<file path="src/rtl/vr_pkg.sv">
// Shared types and sizing helpers for the vr_link valid/ready reference link.
package vr_pkg;

  // Default stream width and default gap settings of the link.
  localparam int DW_DEF     = 32;
  localparam int TX_GAP_DEF = 0;
  localparam int RX_GAP_DEF = 1;

  // Transmitter states. The prefix keeps the GAP state name apart from the receiver's.
  typedef enum logic [1:0] {
    TXS_IDLE = 2'd0,
    TXS_SEND = 2'd1,
    TXS_GAP  = 2'd2
  } tx_state_t;

  // Receiver states.
  typedef enum logic [0:0] {
    RXS_WAIT = 1'b0,
    RXS_GAP  = 1'b1
  } rx_state_t;

  // Larger of two integers, used to size a counter shared by both gaps.
  function automatic int imax(input int a, input int b);
    return (a > b) ? a : b;
  endfunction

  // Width of a down-counter that must hold values 0 .. max_gap-1 (never below 1 bit).
  function automatic int gap_cw(input int max_gap);
    int w;
    w = $clog2(max_gap + 1);
    return (w < 1) ? 1 : w;
  endfunction

  // Gap-counter width for the default gap settings.
  localparam int GCW_DEF = gap_cw(imax(TX_GAP_DEF, RX_GAP_DEF));

endpackage

</file>
<file path="src/rtl/vr_rx_sink.sv">
// Receiver: accepts beats with registered ready, latches the last word and
// counts accepted beats. Ready depends only on its own state, never on valid.
module vr_rx_sink
  import vr_pkg::*;
#(
  parameter int DW     = DW_DEF,
  parameter int RX_GAP = RX_GAP_DEF,
  parameter int CW     = 16,
  parameter int GCW    = GCW_DEF
) (
  input  logic          clk,
  input  logic          rst,
  input  logic          valid,
  input  logic [DW-1:0] data,
  output logic          ready,
  output logic [DW-1:0] data_show,
  output logic [CW-1:0] beat_cnt
);

  // Counter reload so that ready stays low for exactly RX_GAP cycles.
  localparam logic [GCW-1:0] GAP_LOAD = GCW'((RX_GAP > 0) ? (RX_GAP - 1) : 0);
  localparam logic [CW-1:0]  CNT_ONE  = {{(CW-1){1'b0}}, 1'b1};

  rx_state_t      state_r, state_nxt_s;
  logic           ready_r, ready_nxt_s;
  logic [DW-1:0]  show_r, show_nxt_s;
  logic [CW-1:0]  cnt_r, cnt_nxt_s;
  logic [GCW-1:0] gap_r, gap_nxt_s;
  logic           accept_s;

  // Next-state and next-output logic of the receiver FSM.
  always_comb begin
    state_nxt_s = state_r;
    ready_nxt_s = ready_r;
    show_nxt_s  = show_r;
    cnt_nxt_s   = cnt_r;
    gap_nxt_s   = gap_r;
    accept_s    = valid & ready_r;
    case (state_r)
      RXS_WAIT: begin
        if (accept_s) begin
          show_nxt_s = data;
          cnt_nxt_s  = cnt_r + CNT_ONE;
          if (RX_GAP == 0) begin
            ready_nxt_s = 1'b1;
          end else begin
            state_nxt_s = RXS_GAP;
            ready_nxt_s = 1'b0;
            gap_nxt_s   = GAP_LOAD;
          end
        end else begin
          ready_nxt_s = 1'b1;
        end
      end
      RXS_GAP: begin
        if (gap_r == {GCW{1'b0}}) begin
          state_nxt_s = RXS_WAIT;
          ready_nxt_s = 1'b1;
        end else begin
          gap_nxt_s   = gap_r - {{(GCW-1){1'b0}}, 1'b1};
          ready_nxt_s = 1'b0;
        end
      end
      default: begin
        state_nxt_s = RXS_WAIT;
        ready_nxt_s = 1'b0;
        gap_nxt_s   = {GCW{1'b0}};
      end
    endcase
  end

  // State, ready, captured word, beat counter and gap-counter registers.
  always_ff @(posedge clk) begin
    if (rst) begin
      state_r <= RXS_WAIT;
      ready_r <= 1'b0;
      show_r  <= {DW{1'b0}};
      cnt_r   <= {CW{1'b0}};
      gap_r   <= {GCW{1'b0}};
    end else begin
      state_r <= state_nxt_s;
      ready_r <= ready_nxt_s;
      show_r  <= show_nxt_s;
      cnt_r   <= cnt_nxt_s;
      gap_r   <= gap_nxt_s;
    end
  end

  assign ready     = ready_r;
  assign data_show = show_r;
  assign beat_cnt  = cnt_r;

endmodule

</file>
<file path="src/rtl/vr_tx_gen.sv">
// Transmitter: presents an incrementing word stream with registered valid.
// Acceptance uses only registered valid and the registered ready of the
// receiver, so there is no combinational ready->valid path.
module vr_tx_gen
  import vr_pkg::*;
#(
  parameter int            DW     = DW_DEF,
  parameter logic [DW-1:0] START  = {DW{1'b0}},
  parameter logic [DW-1:0] STEP   = {{(DW-1){1'b0}}, 1'b1},
  parameter int            TX_GAP = TX_GAP_DEF,
  parameter int            GCW    = GCW_DEF
) (
  input  logic          clk,
  input  logic          rst,
  input  logic          ready,
  output logic [DW-1:0] data,
  output logic          valid
);

  // Counter reload so that valid stays low for exactly TX_GAP cycles.
  localparam logic [GCW-1:0] GAP_LOAD = GCW'((TX_GAP > 0) ? (TX_GAP - 1) : 0);

  tx_state_t      state_r, state_nxt_s;
  logic [DW-1:0]  data_r, data_nxt_s;
  logic           valid_r, valid_nxt_s;
  logic [GCW-1:0] gap_r, gap_nxt_s;
  logic           accept_s;

  // Next-state and next-output logic of the transmitter FSM.
  always_comb begin
    state_nxt_s = state_r;
    data_nxt_s  = data_r;
    valid_nxt_s = valid_r;
    gap_nxt_s   = gap_r;
    accept_s    = valid_r & ready;
    case (state_r)
      TXS_IDLE: begin
        state_nxt_s = TXS_SEND;
        valid_nxt_s = 1'b1;
      end
      TXS_SEND: begin
        if (accept_s) begin
          data_nxt_s = data_r + STEP;
          if (TX_GAP == 0) begin
            valid_nxt_s = 1'b1;
          end else begin
            state_nxt_s = TXS_GAP;
            valid_nxt_s = 1'b0;
            gap_nxt_s   = GAP_LOAD;
          end
        end else begin
          valid_nxt_s = 1'b1;
        end
      end
      TXS_GAP: begin
        if (gap_r == {GCW{1'b0}}) begin
          state_nxt_s = TXS_SEND;
          valid_nxt_s = 1'b1;
        end else begin
          gap_nxt_s   = gap_r - {{(GCW-1){1'b0}}, 1'b1};
          valid_nxt_s = 1'b0;
        end
      end
      default: begin
        state_nxt_s = TXS_IDLE;
        valid_nxt_s = 1'b0;
        gap_nxt_s   = {GCW{1'b0}};
      end
    endcase
  end

  // State, data, valid and gap-counter registers; reset discards any in-flight beat.
  always_ff @(posedge clk) begin
    if (rst) begin
      state_r <= TXS_IDLE;
      data_r  <= START;
      valid_r <= 1'b0;
      gap_r   <= {GCW{1'b0}};
    end else begin
      state_r <= state_nxt_s;
      data_r  <= data_nxt_s;
      valid_r <= valid_nxt_s;
      gap_r   <= gap_nxt_s;
    end
  end

  assign data  = data_r;
  assign valid = valid_r;

endmodule

</file>
<file path="src/rtl/vr_link.sv">
// Self-contained valid/ready reference link: transmitter plus receiver,
// with the bus and the receiver state exported for observation.
module vr_link
  import vr_pkg::*;
#(
  parameter int            DW     = DW_DEF,
  parameter logic [DW-1:0] START  = {DW{1'b0}},
  parameter logic [DW-1:0] STEP   = {{(DW-1){1'b0}}, 1'b1},
  parameter int            TX_GAP = TX_GAP_DEF,
  parameter int            RX_GAP = RX_GAP_DEF,
  parameter int            CW     = 16
) (
  input  logic          clk,
  input  logic          rst,
  output logic [DW-1:0] data,
  output logic          valid,
  output logic          ready,
  output logic [DW-1:0] data_show,
  output logic [CW-1:0] beat_cnt
);

  // One counter width fits both gap counters.
  localparam int GCW = gap_cw(imax(TX_GAP, RX_GAP));

  vr_tx_gen #(
    .DW     (DW),
    .START  (START),
    .STEP   (STEP),
    .TX_GAP (TX_GAP),
    .GCW    (GCW)
  ) u_tx (
    .clk   (clk),
    .rst   (rst),
    .ready (ready),
    .data  (data),
    .valid (valid)
  );

  vr_rx_sink #(
    .DW     (DW),
    .RX_GAP (RX_GAP),
    .CW     (CW),
    .GCW    (GCW)
  ) u_rx (
    .clk       (clk),
    .rst       (rst),
    .valid     (valid),
    .data      (data),
    .ready     (ready),
    .data_show (data_show),
    .beat_cnt  (beat_cnt)
  );

endmodule

</file>
<file path="config.mk">
export PLATFORM = sky130hd
export DESIGN_NAME = vr_link
export DESIGN_NICKNAME = d
export VERILOG_FILES = /design/src/rtl/vr_pkg.sv /design/src/rtl/vr_rx_sink.sv /design/src/rtl/vr_tx_gen.sv /design/src/rtl/vr_link.sv
export SDC_FILE = /design/constraint.sdc
export NUM_CORES = 1
export LEC_CHECK = 0
export ABC_AREA = 1
export CAP_MARGIN = 20
export CORE_MARGIN = 3
export CORE_UTILIZATION = 50
export CTS_BUF_LIST = sky130_fd_sc_hd__clkbuf_8
export DETAILED_ROUTE_END_ITERATION = 6
export PLACE_DENSITY_LB_ADDON = 0.08
export SYNTH_ARGS = -nofsm -noshare
export SYNTH_HDL_FRONTEND = slang
export SYNTH_SLANG_ARGS = --single-unit
</file>
<file path="constraint.sdc">
create_clock -name clk -period 1.55 [get_ports clk]
set_input_delay 0.465 -clock clk [delete_from_list [all_inputs] [get_ports clk]]
set_output_delay 0.465 -clock clk [all_outputs]
set_load 0.02 [all_outputs]
</file>
After elaboration in Yosys (flattened, before gate mapping)

Index checks and enable logic that the tools add are counted.

Word-level logic and storage cells: 40
Register bits: 87
Input bits: 2

Add/sub/neg operators: 4
Mux-type cells: 15
Reduce and logical (&&, ||, !) cells: 5
Equality and inequality tests: 4
Bitwise logic cells: 3

Operator list:

| kind                                                             | number |
|---|---|
| 32-bit by 1-bit adder with 32-bit output (second input constant) | 1 |
| 16-bit by 1-bit adder with 16-bit output (second input constant) | 1 |
| 1-bit one-hot mux with 2 select lines                            | 5 |
| 1-bit 2-to-1 mux                                                 | 8 |
| 2-bit one-hot mux with 3 select lines                            | 1 |
| 2-bit AND reduction                                              | 3 |
| 2-bit by 1-bit == test with 1-bit output (second input constant) | 1 |
| 2-bit == test (second input constant)                            | 1 |
| 2-bit logical NOT                                                | 1 |
| 2-bit 2-to-1 mux                                                 | 1 |
| 2-bit by 1-bit != test with 1-bit output (second input constant) | 1 |
| 2-bit != test (second input constant)                            | 1 |
| 1-bit NOT                                                        | 2 |
| 2-bit OR reduction                                               | 1 |
| 1-bit subtractor (second input constant)                         | 2 |
| 1-bit bitwise AND                                                | 1 |

Depth between registers and ports, before layout

Gate-level depths: netlist of the first run.

Word-level depth: 3
Depth in mapped cells: 9
Gate-level depth less buffers: 9

Cells and area by module

A second synthesis of the first run with hierarchy kept.

Cell total of the unflattened synthesis: 504
Area total of the unflattened synthesis: 3784.9 sq um

Modules (own cells, without submodules):

| module     | cells each | area an instance (sq um) | times used | sequential area each (sq um) |
|---|---|---|---|---|
| vr_tx_gen  | 302        | 1904.3                   | 1          | 680.7 |
| vr_rx_sink | 202        | 1880.6                   | 1          | 1001.0 |

Least setup slack after synthesis of the first run

OpenSTA, ideal clock, no wires.

Kind: register to register
Start: register u_tx.data_r[1], in the netlist u_tx.data[1]
End: register u_tx.data_r[30], in the netlist u_tx.data[30]
Data required time: 1.435 ns
Setup time: 0.115 ns
Arrival time: 1.393 ns
Period minus slack after synthesis: 1.508 ns
Cell stages (with the launch flop): 9
Setup slack: 0.042 ns
Path buffers: 0
Cell sequence: dfxtp_1 ha_1 nand3_1 nor2_1 nand3_1 nor2_1 nand3_1 nand2_1 nor2_1

Cells in the longest elaborated chain, start to end: 1

RTL lines:

| element                                  | RTL line        | source |
|---|---|---|
| start: declaration                       | vr_tx_gen.sv:24 | `logic [DW-1:0] data_r, data_nxt_s;` |
| start signal: assignment                 | vr_tx_gen.sv:81 | `data_r <= data_nxt_s;` |
| 32-bit by 1-bit adder with 32-bit output | vr_tx_gen.sv:43 | `data_nxt_s = data_r + STEP;` |

Every way passes these cells.
A chain may end at the register's enable or synchronous reset.

Final worst setup path of the first run

Start: register u_tx.data_r[22], in the netlist u_tx.data[22]
End: output data[22]

RTL lines:

| element          | RTL line      | source |
|---|---|---|
| end: declaration | vr_link.sv:15 | `output logic [DW-1:0] data,` |

No word-level cell between the ends.

==> metrics.md, run 1 <==
| Metric | Value |
|---|---|
| R2R Path End | u_tx.data[24]$_SDFFE_PP0P_ |
| CP top delay family | flip-flops |
| Max Cap Violations | 0 |
| Pin count of the biggest net entering global routing | 36 |
| Internal power | 3.30 mW |
| Synth Cell Area | 3650 sq um |
| Final Setup Violations | 0 |
| Worst hold path type | reg -> reg |
| Commonest non-fill, non-tap cells in the layout | 128 x nand2_1, 77 x dfxtp_1, 61 x inv_1, 59 x nor2_1, 54 x dlygate4sd2_1 |
| Initial DRC count | 190 |
| Top-area cell type share of the netlist area | 46.1% |
| Total Routing Usage GR | 23.3% |
| Hold Vio Cnt, Final | 0 |
| DRC viols | 0 |
| CP Cell Sequence | dlygate4sd2_1 |
| Congestion Overflow GR | 0 |
| CTS tree | done |
| Share of cells above drive strength 1 | 19.4% |
| Worst setup EP type | output port |
| Period minus WS final | 1.53 ns |
| Relative slew margins | 80.1% |
| Worst Tran Pin Value | 0.298 ns |
| Net switching power | 0.915 mW |
| Hpwl dp | 7110 um |
| GPL Wtd Cong | 0.869 |
| DR WL/cell | 13.3 um |
| Final period utilization | 98.8% |
| Hold path startpoint | u_rx.data_show[19]$_SDFFE_PP0P_ |
| Drt first pass iters | 4 |
| Clock buffer depth | 2 |
| Ports | 84 |
| Cell row count | 30 |
| R2r worst-path depth | 8 |
| Vias in the first global route | 3,538 |
| Sw Ratio | 21.7% |
| #FFs+latches synth | 84 |
| Status | finished, final reports clean |
| Final wirelength | 9820 um |
| Flop pwr share | 51.7% |
| CTS clk-pin slew, worst paths | 0.09 ns |
| Sequential fraction of the synthesis area | 46.1% |
| Worst-Skew Late Latency | 0.36 ns |
| Final net count | 643 |
| CP max FO | 2 |
| Post-route ant nets | 0 |
| H-Tree Depth | 3 |
| First-pass GRT wire length | 15,800 um |
| Hold path depth | 2 |
| Initial antenna violation count | 0 |
| Die H | 91.4 um |
| Hold_buf cts | 0 |
| F_max | 653 MHz |
| Power per cell area | 813 nW/um^2 |
| Arrival time worst endpoint | 1.07 ns |
| Vias per cell | 5.04 |
| Clock Power Share | 44.2% |
| Die width | 91.4 um |
| Max stage delay on crit path | 0.37 ns |
| Skew final | 0.00953 ns |
| Area contributors post-synth | dfxtp_1 46%, nand2_1 13%, nor2_1 7.0% |
| Largest area contributor in the netlist | dfxtp_1 |
| Area Overhead vs Synth | 42.1% |
| Yosys warnings | 0 |
| Most common cell after layout, fill and taps aside | nand2_1 |
| Die ar. | 8350 sq um |
| Post-Layout Cell Count | 740 |
| Data required, critical path | 1.08 ns |
| Placed cells | 719 |
| Clock buffer count from CTS | 9 |
| Setup CP Type | reg -> out |
| Mapped Nets | 511 |
| Worst VDD drop | 0.520 mV |
| Final Core Density | 74.6% |
| Cell variety after synth | 28 |
| Synth Instances | 507 |
| Ant. Diodes | 0 |
| Setup slack, reg-to-reg | 0.07 ns |
| Overall Power | 4.21 mW |
| PortBufs | 83 |
| CP Buf/Inv Count | 1 |
| Core Footprint | 6940 sq um |
| Slowest-stage cell, CP | dfxtp_1 |
| WHS Endpoint | u_rx.data_show[19]$_SDFFE_PP0P_ |
| CTS Root Cell | clkbuf_8 |
| Reg2reg start | u_tx.data[1]$_SDFFE_PP0P_ |
| Final slew viol count | 0 |
| Starting density of the core | 52.5% |
| Static leakage | 2.32 nW |
| Clock sinks | 84 |
| Logic gate share of total power | 4.1% |
| Via count | 3,730 |
| CP Launch Type | flip-flop |
| Mapped Avg Cell Area | 7.19 sq um |
| Crit path from | u_tx.data[22]$_SDFFE_PP0P_ |
-- sequential cells by signal, indices dropped and copies added, names as in the netlist --
| register | count |
|---|---|
| u_tx.valid | 1 |
| u_tx.state_r | 1 |
| u_rx.beat_cnt | 16 |
| u_tx.data | 32 |
| u_rx.data_show | 32 |
| u_rx.ready | 1 |
| u_rx.state_r | 1 |
-- how the worst max path moves through the flow --
stage	to	slack, ns	cells after the start
after floorplan	u_tx.data[30]$_SDFFE_PP0P_	0.04	8
after global placement	u_rx.beat_cnt[3]$_SDFFE_PP0P_	-0.06	5
after detailed placement	u_rx.beat_cnt[1]$_SDFFE_PP0P_	-0.1	4
after CTS	data[8]	0.0004	1
after global routing	u_rx.beat_cnt[14]$_SDFFE_PP0P_	-0.05	8
final	data[22]	0.02	1
-- per-stage QoR --
| stage | area (sq um) | hold WS, ns | worst slack [ns] | TNS [ns] |
|---|---|---|---|---|
| after global placement | 4900 | 0.433 | -0.0616 | -1.60 |
| after detailed placement | 4900 | 0.446 | -0.0977 | -3.57 |
| after global routing | 5180 | 0.477 | -0.0545 | -0.177 |
| final | 5180 | 0.457 | 0.0181 | 0 |
| after floorplan | 3650 | 0.523 | 0.0418 | 0 |
| after CTS | 5070 | 0.463 | 0.000399 | 0 |
-- synthesized netlist by cell type --
cell type / instances
a21oi_1: 21
a22o_1: 7
a31oi_1: 2
and2_1: 1
buf_1: 1
buf_2: 5
buf_6: 1
clkbuf_1: 4
dfxtp_1: 84
ha_1: 2
inv_1: 62
nand2_1: 128
nand2_2: 4
nand2_4: 1
nand3_1: 27
nand3_2: 4
nand3_4: 1
nand4_1: 7
nand4_2: 1
nor2_1: 68
nor2_2: 9
nor2_4: 6
nor3_1: 14
nor3_2: 1
nor3b_1: 1
o21a_1: 2
o21ai_0: 42
xor2_1: 1
-- kinds of logic (layout without fill, tap and decap cells) --
logic type      after synthesis  after routing  share of synthesized area (%)
simple gates                273            273                           34.0
flops                        84             84                           46.1
compound gates               74             74                           11.1
buf+inv                      73            210                           7.89
fa+ha+maj                     2              2                          0.686
xor+xnor                      1              1                          0.240
-- power groups by stage --
stage | Combinational [mW] | Clock (mW) | Sequential (mW)
finish | 0.173 | 1.86 | 2.18
global placement | 0.165 | 0 | 2.23
CTS | 0.167 | 1.88 | 2.18
floorplan | 0.0824 | 0 | 2.24
detailed placement | 0.171 | 0 | 2.23
global route | 0.189 | 1.97 | 2.18
-- layer usage --
layer	share of wire, %	vias up	global-route usage (%)
met2	49	121	40.6
met4	1.6	0	9.80
met1	43	1709	28.1
met3	5.5	12	4.06
met5	0	-	0
li1	-	1888	-
-- tightest hold or removal path: stages (launching register included) --
cell,delay (ns)
dfxtp_1,0.33
nand2_1,0.05
o21ai_0,0.05
-- final cells by class --
type                       instances  area, sq um
clock buffer                       9          124
sequential                        84         1690
tap                               96          120
timing repair buffer             132         1140
clock inverter                     7          116
inverter                          62          233
fill                             561         1760
multi-input combinational        350         1760
-- repair_timing --
item,CTS,global route
endpoints found under the setup margin,90,49
setup buffers,0,5
pin swaps,1,4
cloned,0,0
resized for setup,106,49
Note: power is estimated with default switching activity, not from simulation.
==> run 2, diff against run 1 <==
--- a/config.mk
+++ b/config.mk
@@ -5,13 +5,14 @@
 export SDC_FILE = /design/constraint.sdc
 export NUM_CORES = 1
 export LEC_CHECK = 0
-export ABC_AREA = 1
+export ABC_AREA = 0
 export CAP_MARGIN = 20
 export CORE_MARGIN = 3
 export CORE_UTILIZATION = 50
 export CTS_BUF_LIST = sky130_fd_sc_hd__clkbuf_8
+export CTS_CLUSTER_DIAMETER = 60
 export DETAILED_ROUTE_END_ITERATION = 6
-export PLACE_DENSITY_LB_ADDON = 0.08
+export PLACE_DENSITY_LB_ADDON = 0.3
 export SYNTH_ARGS = -nofsm -noshare
 export SYNTH_HDL_FRONTEND = slang
 export SYNTH_SLANG_ARGS = --single-unit
==> run 2 against run 1 <==
Compared with the run above: the flow now finishes with violations (negative setup slack); hold slack worse by 0.0018 ns; register-to-register slack worse by 0.52 ns; clock skew is 0.0019 ns higher; routed wire length is 60% higher; total power is 3.7% lower; cell count is 4.3% lower; combinational power is 19% higher; critical endpoint is now u_tx.data[27]$_SDFFE_PP0P_; via count is 19% higher; clock power is 8% lower; synthesized area is 3.9% lower; die area is 3.6% lower.
==> metrics.md, run 2 <==
| Metric | Value |
|---|---|
| DR WL/cell | 22.3 um (was 13.3 um) |
| Top-area cell type share of the netlist area | 48.0% (was 46.1%) |
| Total Routing Usage GR | 34.1% (was 23.3%) |
| Synth cell count leaders | 84 x dfxtp_1, 82 x nand2_1, 58 x a21oi_1, 24 x nor2_1 (was 128 x nand2_1, 84 x dfxtp_1, 68 x nor2_1, 62 x inv_1, 42 x o21ai_0) |
| DRC viols | 0 (unchanged) |
| Crit path from | u_tx.data[1]$_SDFFE_PP0P_ (was u_tx.data[22]$_SDFFE_PP0P_) |
| Sequential fraction of the synthesis area | 48.0% (was 46.1%) |
| CTS Root Cell | clkbuf_8 (unchanged) |
| Period minus WS final | 2.00 ns (was 1.53 ns) |
| Cell variety after synth | 37 (was 28) |
| Initial antenna violation count | 0 (unchanged) |
| Final period utilization | 129% (was 98.8%) |
| Hpwl dp | 7150 um (was 7110 um) |
| F_max | 501 MHz (was 653 MHz) |
| Die ar. | 8050 sq um (was 8350 sq um) |
| Vias per cell | 6.28 (was 5.04) |
| Worst-Skew Late Latency | 0.37 ns (was 0.36 ns) |
| Worst VDD drop | 0.677 mV (was 0.520 mV) |
| Congestion Overflow GR | 0 (unchanged) |
| Placed cell areas | 5110 sq um (was 4900 sq um) |
| Status | complete, but fails checks (was finished, final reports clean) |
| Max Cap Violations | 0 (unchanged) |
| Reg2reg start | u_tx.data[1]$_SDFFE_PP0P_ (unchanged) |
| Final net count | 614 (was 643) |
| Setup CP Type | reg -> reg (was reg -> out) |
| First-pass GRT wire length | 22,300 um (was 15,800 um) |
| Area contributors post-synth | dfxtp_1 48%, nand2_1 8.8%, a21oi_1 8.3% (was dfxtp_1 46%, nand2_1 13%, nor2_1 7.0%) |
| Final slew viol count | 0 (unchanged) |
| H-Tree Depth | 3 (unchanged) |
| Yosys warnings | 0 (unchanged) |
| RSZ-0062 raised after global routing | yes |
| Via count | 4,448 (was 3,730) |
| Synth Cell Area | 3500 sq um (was 3650 sq um) |
| Worst hold path type | reg -> reg (unchanged) |
| Worst setup EP type | flip-flop (was output port) |
| Mapped Avg Cell Area | 8.30 sq um (was 7.19 sq um) |
| Commonest non-fill, non-tap cells in the layout | 79 x nand2_1, 78 x buf_4, 48 x a21oi_1, 47 x buf_6, 45 x dfxtp_1 (was 128 x nand2_1, 77 x dfxtp_1, 61 x inv_1, 59 x nor2_1, 54 x dlygate4sd2_1) |
| Static leakage | 2.41 nW (was 2.32 nW) |
| Data required, critical path | 1.86 ns (was 1.08 ns) |
| Place WS | -0.437 ns (was -0.0977 ns) |
| Clock buffer count from CTS | 9 (unchanged) |
| Share of cells above drive strength 1 | 45.9% (was 19.4%) |
| Final setup margin | -0.446 ns (was 0.0181 ns) |
| Post-route ant nets | 0 (unchanged) |
| CP max FO | 3 (was 2) |
| Most common cell after layout, fill and taps aside | nand2_1 (unchanged) |
| Die H | 89.7 um (was 91.4 um) |
| PortBufs | 83 (unchanged) |
| Clock sinks | 84 (unchanged) |
| Starting density of the core | 53.4% (was 52.5%) |
| Hold_buf cts | 0 (unchanged) |
| Synth Instances | 422 (was 507) |
| Area Overhead vs Synth | 69.4% (was 42.1%) |
| Core Footprint | 6570 sq um (was 6940 sq um) |
| Synth Flop Type | dfxtp_1 (unchanged) |
| Initial DRC count | 384 (was 190) |
| Failing checks | negative setup slack |
| CTS tree | done (unchanged) |
| Ant. Diodes | 0 (unchanged) |
| Hold Vio Cnt, Final | 0 (unchanged) |
| Largest area contributor in the netlist | dfxtp_1 (unchanged) |
| Vias in the first global route | 4,297 (was 3,538) |
| #FFs+latches synth | 84 (unchanged) |
| Drt first pass iters | 6 (was 4) |
| Relative slew margins | 73.5% (was 80.1%) |
| Arrival time worst endpoint | 2.30 ns (was 1.07 ns) |
| Ports | 84 (unchanged) |
| Mapped Nets | 426 (was 511) |
| Worst Tran Pin Value | 0.394 ns (was 0.298 ns) |
| CP Launch Type | flip-flop (unchanged) |
| Skew final | 0.0114 ns (was 0.00953 ns) |
| CTS clk-pin slew, worst paths | 0.08 ns (was 0.09 ns) |
| GPL Wtd Cong | 0.863 (was 0.869) |
| Hold path startpoint | u_rx.data_show[7]$_SDFFE_PP0P_ (was u_rx.data_show[19]$_SDFFE_PP0P_) |
| Cell row count | 29 (was 30) |
| Top-count cell post-synth | dfxtp_1 (was nand2_1) |
| Final wirelength | 15,800 um (was 9820 um) |
| Non-Filler Cell Area, Final | 5940 sq um (was 5180 sq um) |
| Clock buffer depth | 2 (unchanged) |
| Pin count of the biggest net entering global routing | 38 (was 36) |
| Final Setup Violations | 32 (was 0) |
| Die width | 89.7 um (was 91.4 um) |
| Number of flops mapped to enable cells by yosys | 0 (unchanged) |
| Post-synth ARST share | 0% (unchanged) |
| Power per cell area | 684 nW/um^2 (was 813 nW/um^2) |
| Overall Power | 4.06 mW (was 4.21 mW) |
run 2: cell types whose count changed after synthesis, moves of 9 or more:
cell      previous run  this run
or4_1                0        13
a21oi_1             21        58
inv_1               62         7
o21ai_0             42        10
nor2_1              68        24
xnor2_1              0         9
or3_1                0        11
nor2_2               9         0
nor3_1              14         3
clkbuf_1             4        20
o31ai_1              0        13
nand2_1            128        82
run 2: worst paths after layout:
kind | end | slack [ns] | cells past startpoint
max | u_tx.data[27]$_SDFFE_PP0P_ | -0.45 | 6
min | u_rx.data_show[7]$_SDFFE_PP0P_ | 0.45 | 2
max reg2reg | u_tx.data[27]$_SDFFE_PP0P_ | -0.45 | 6
min reg2reg | u_rx.data_show[7]$_SDFFE_PP0P_ | 0.45 | 2
run 2: layout make-up:
cell class	count	area, sq um
multi-input cells	307	2050
flip-flops and latches	84	1790
repair buffers	201	1740
fillers	275	629
clock buffers	9	124
well taps	93	116
clock inverters	7	83.8
inverters	7	26.3
run 2: cell families (layout without fill, tap and decap cells):
logic type | after synthesis | in the layout | synth area share, %
muxes | 3 | 3 | 0.928
buffers and inverters | 31 | 224 | 3.36
AOI/OAI and AO/OA | 85 | 85 | 13.4
adders and majority gates | 2 | 2 | 0.714
xor gates and xnor gates | 18 | 18 | 4.50
and+or+nand+nor | 199 | 199 | 29.1
DFF | 84 | 84 | 48.0
run 2: power by group:
part	switching [mW]	leakage, nW	internal, mW	total [mW]
Combinational	0.132	1.59	0.0734	0.206
Clock	0.816	0.116	0.892	1.71
Sequential	0.0147	0.703	2.13	2.15
Total	0.963	2.41	3.10	4.06
run 2: routing by layer:
| layer | routed length, um | share of wire [%] | vias to the layer above | global-route usage [%] |
|---|---|---|---|---|
| li1 | - | - | 1872 | - |
| met1 | 5590 | 35 | 2099 | 38.5 |
| met2 | 7720 | 49 | 364 | 61.0 |
| met3 | 1370 | 8.7 | 113 | 8.26 |
| met4 | 1090 | 6.9 | 0 | 15.2 |
| met5 | 0 | 0 | - | 0 |
run 2: what timing repair did:
action,4_1_cts,5_1_grt
endpoints found under the setup margin,110,73
buffers inserted,30,13
pin swaps,30,25
gates resized for setup,277,73
run 2: worst max-delay path, cell delays in order (launching register included):
cell,delay [ns]
dfxtp_4,0.39
nand3_2,0.12
or4_4,0.55
buf_6,0.15
buf_6,0.11
or4b_4,0.48
a21oi_2,0.14
run 2: through the flow:
| stage | util [%] | setup TNS (ns) | hold slack [ns] | instances |
|---|---|---|---|---|
| global route | 90.4 | -7.46 | 0.453 | 708 |
| detailed placement | 77.9 | -5.24 | 0.445 | 653 |
| floorplan | - | -2.06 | 0.503 | 422 |
| finish | 90.4 | -6.53 | 0.455 | 708 |
| global placement | 77.9 | -4.32 | 0.440 | 653 |
| CTS | 87.1 | -4.69 | 0.439 | 697 |
==> run 3, diff against run 2 <==
--- a/config.mk
+++ b/config.mk
@@ -6,7 +6,6 @@
 export NUM_CORES = 1
 export LEC_CHECK = 0
 export ABC_AREA = 0
-export CAP_MARGIN = 20
 export CORE_MARGIN = 3
 export CORE_UTILIZATION = 50
 export CTS_BUF_LIST = sky130_fd_sc_hd__clkbuf_8
==> constraint.sdc (replaced) <==
create_clock -name clk -period 1.55 [get_ports clk]
set_input_delay 0.31 -clock clk [delete_from_list [all_inputs] [get_ports clk]]
set_output_delay 0.31 -clock clk [all_outputs]
set_load 0.02 [all_outputs]
==> run 3 against run 2 <==
Compared with the run above: the flow still finishes with violations (negative setup slack); global-route usage up 0.75 points; cell count up 0.71%; sequential share of layout area down 0.88 points; sequential cell count unchanged; fmax down 0.34%; critical path depth down 1; routed wire length up 13%; first-iteration DRC count up 40%.
==> metrics.md, run 3 (synthesized netlist as in run 2, its figures left out) <==
| Metric | Value |
|---|---|
| Status | complete, but fails checks (unchanged) |
| Failing checks | negative setup slack (unchanged) |
| R2r worst-path depth | 5 (was 6) |
| Relative slew margins | 64.7% (was 73.5%) |
| Hold_buf cts | 0 (unchanged) |
| Hold path startpoint | rst (was u_rx.data_show[7]$_SDFFE_PP0P_) |
| R2R Path End | u_tx.data[24]$_SDFFE_PP0P_ (was u_tx.data[27]$_SDFFE_PP0P_) |
| Setup slack, reg-to-reg | -0.45 ns (about the same) |
| Ports | 84 (unchanged) |
| Placed cell areas | 5100 sq um (was 5110 sq um) |
| Worst-Skew Late Latency | 0.36 ns (was 0.37 ns) |
| Core Footprint | 6570 sq um (unchanged) |
| Pin count of the biggest net entering global routing | 38 (unchanged) |
| Die width | 89.7 um (unchanged) |
| Final wirelength | 17,800 um (was 15,800 um) |
| Die H | 89.7 um (unchanged) |
| Clock buffer count from CTS | 9 (unchanged) |
| Hold Vio Cnt, Final | 0 (unchanged) |
| Final slew viol count | 0 (unchanged) |
| Starting density of the core | 53.4% (unchanged) |
| Hpwl dp | 7160 um (was 7150 um) |
| Final net count | 619 (was 614) |
| GPL Wtd Cong | 0.863 (about the same) |
| Most common cell after layout, fill and taps aside | buf_4 (was nand2_1) |
| Ant. Diodes | 0 (unchanged) |
| Via count | 4,746 (was 4,448) |
| Worst setup EP type | flip-flop (unchanged) |
| Total Routing Usage GR | 34.9% (was 34.1%) |
| F_max | 499 MHz (was 501 MHz) |
| Max Cap Violations | 0 (unchanged) |
| Drt first pass iters | 5 (was 6) |
| Place WS | -0.452 ns (was -0.437 ns) |
| WHS Endpoint | u_tx.valid$_SDFF_PP0_ (was u_rx.data_show[7]$_SDFFE_PP0P_) |
| Hold path depth | 2 (unchanged) |
| CP max FO | 5 (was 3) |
| Setup TNS Final | -7.21 ns (was -6.53 ns) |
| Arrival time worst endpoint | 2.27 ns (was 2.30 ns) |
| Die ar. | 8050 sq um (unchanged) |
| CTS Root Cell | clkbuf_8 (unchanged) |
| Vias in the first global route | 4,418 (was 4,297) |
| Setup CP Type | reg -> reg (unchanged) |
| Reg2reg start | u_tx.data[21]$_SDFFE_PP0P_ (was u_tx.data[1]$_SDFFE_PP0P_) |
| Worst Tran Pin Value | 0.523 ns (was 0.394 ns) |
| RSZ-0062 raised after global routing | yes (unchanged) |
| PortBufs | 83 (unchanged) |
| Post-route ant nets | 0 (unchanged) |
| Static leakage | 2.56 nW (was 2.41 nW) |
| Commonest non-fill, non-tap cells in the layout | 88 x buf_4, 79 x nand2_1, 67 x dlygate4sd2_1, 50 x dfxtp_1, 39 x a21oi_1 (was 79 x nand2_1, 78 x buf_4, 48 x a21oi_1, 47 x buf_6, 45 x dfxtp_1) |
| Clock buffer depth | 2 (unchanged) |
| H-Tree Depth | 3 (unchanged) |
| CP Launch Type | flip-flop (unchanged) |
| Initial DRC count | 538 (was 384) |
| Share of cells above drive strength 1 | 43.1% (was 45.9%) |
| Power per cell area | 701 nW/um^2 (was 684 nW/um^2) |
| CTS clk-pin slew, worst paths | 0.09 ns (was 0.08 ns) |
| Final setup margin | -0.453 ns (was -0.446 ns) |
| Cell row count | 29 (unchanged) |
| DR WL/cell | 24.9 um (was 22.3 um) |
| Data required, critical path | 1.82 ns (was 1.86 ns) |
| Initial antenna violation count | 0 (unchanged) |
| Vias per cell | 6.66 (was 6.28) |
| Skew final | 0.00817 ns (was 0.0114 ns) |
| Area Overhead vs Synth | 73.7% (was 69.4%) |
| Overall Power | 4.27 mW (was 4.06 mW) |
| Non-Filler Cell Area, Final | 6090 sq um (was 5940 sq um) |
| First-pass GRT wire length | 23,000 um (was 22,300 um) |
| Worst hold path type | in -> reg (was reg -> reg) |
| DRC viols | 0 (unchanged) |
| CTS tree | done (unchanged) |
| Period minus WS final | 2.00 ns (about the same) |
| Final Setup Violations | 33 (was 32) |
| Clock sinks | 84 (unchanged) |
| Congestion Overflow GR | 0 (unchanged) |
| Final period utilization | 129% (about the same) |
| Worst VDD drop | 0.678 mV (was 0.677 mV) |
run 3: cell count changes in the layout (fill, tap and decap cells not counted), sizes merged:
cell,delta
dlygate4sd2,+40
clkbuf,+1
inv,-1
or3,+1
clkdlybuf4s15,-13
bufinv,+1
buf,-24
run 3: power breakdown:
part           internal, mW  total (mW)  switching [mW]
Clock                  1.06        1.91           0.853
Sequential             2.13        2.15          0.0148
Combinational        0.0674       0.209           0.142
run 3: worst max path at each step:
stage	start	to	cells after the start
3_3_place_gp	u_tx.data[7]$_SDFFE_PP0P_	u_tx.data[27]$_SDFFE_PP0P_	5
5_1_grt	u_tx.data[11]$_SDFFE_PP0P_	u_tx.data[29]$_SDFFE_PP0P_	6
6_report	u_tx.data[21]$_SDFFE_PP0P_	u_tx.data[24]$_SDFFE_PP0P_	5
3_5_place_dp	u_tx.data[7]$_SDFFE_PP0P_	u_tx.data[27]$_SDFFE_PP0P_	5
4_1_cts	u_tx.state_r[0]$_SDFFE_PP0N_	u_tx.data[25]$_SDFFE_PP0P_	6
2_1_floorplan	u_tx.data[3]$_SDFFE_PP0P_	u_tx.data[31]$_SDFFE_PP0P_	5
run 3: worst max-delay path, stage by stage, from the launching register on:
cell and delay, ns:
dfxtp_4 0.37, buf_4 0.15, and2_1 0.24, nand4_1 0.33, or4_1 0.59, a21oi_1 0.23
run 3: what timing repair did:
action,in CTS,in global routing
gates cloned,1,0
endpoints found under the hold margin,0,0
resized for setup,156,78
buffers inserted,26,17
setup endpoints to repair,109,39
pin swaps,31,38
run 3: cell type report:
type,instances,area (sq um)
multi-input combinational,308,2180
sequential,84,1780
timing repair buffer,205,1750
fill,217,480
clock buffer,9,124
tap,93,116
clock inverter,7,108
inverter,7,26.3
run 3: per-stage QoR:
step	hold WS [ns]	util, %	cells
after global placement	0.441	77.7	653
final	0.353	92.7	713
after CTS	0.325	87.2	696
after detailed placement	0.447	77.7	653
after global routing	0.359	92.7	713
after floorplan	0.503	-	422
run 3: routing by layer:
layer	up-vias	GRT usage (%)	wire (um)
met4	0	17.0	1350
met2	492	62.8	8470
met1	2222	39.7	6140
li1	1880	-	-
met3	152	6.18	1800
met5	-	0	0
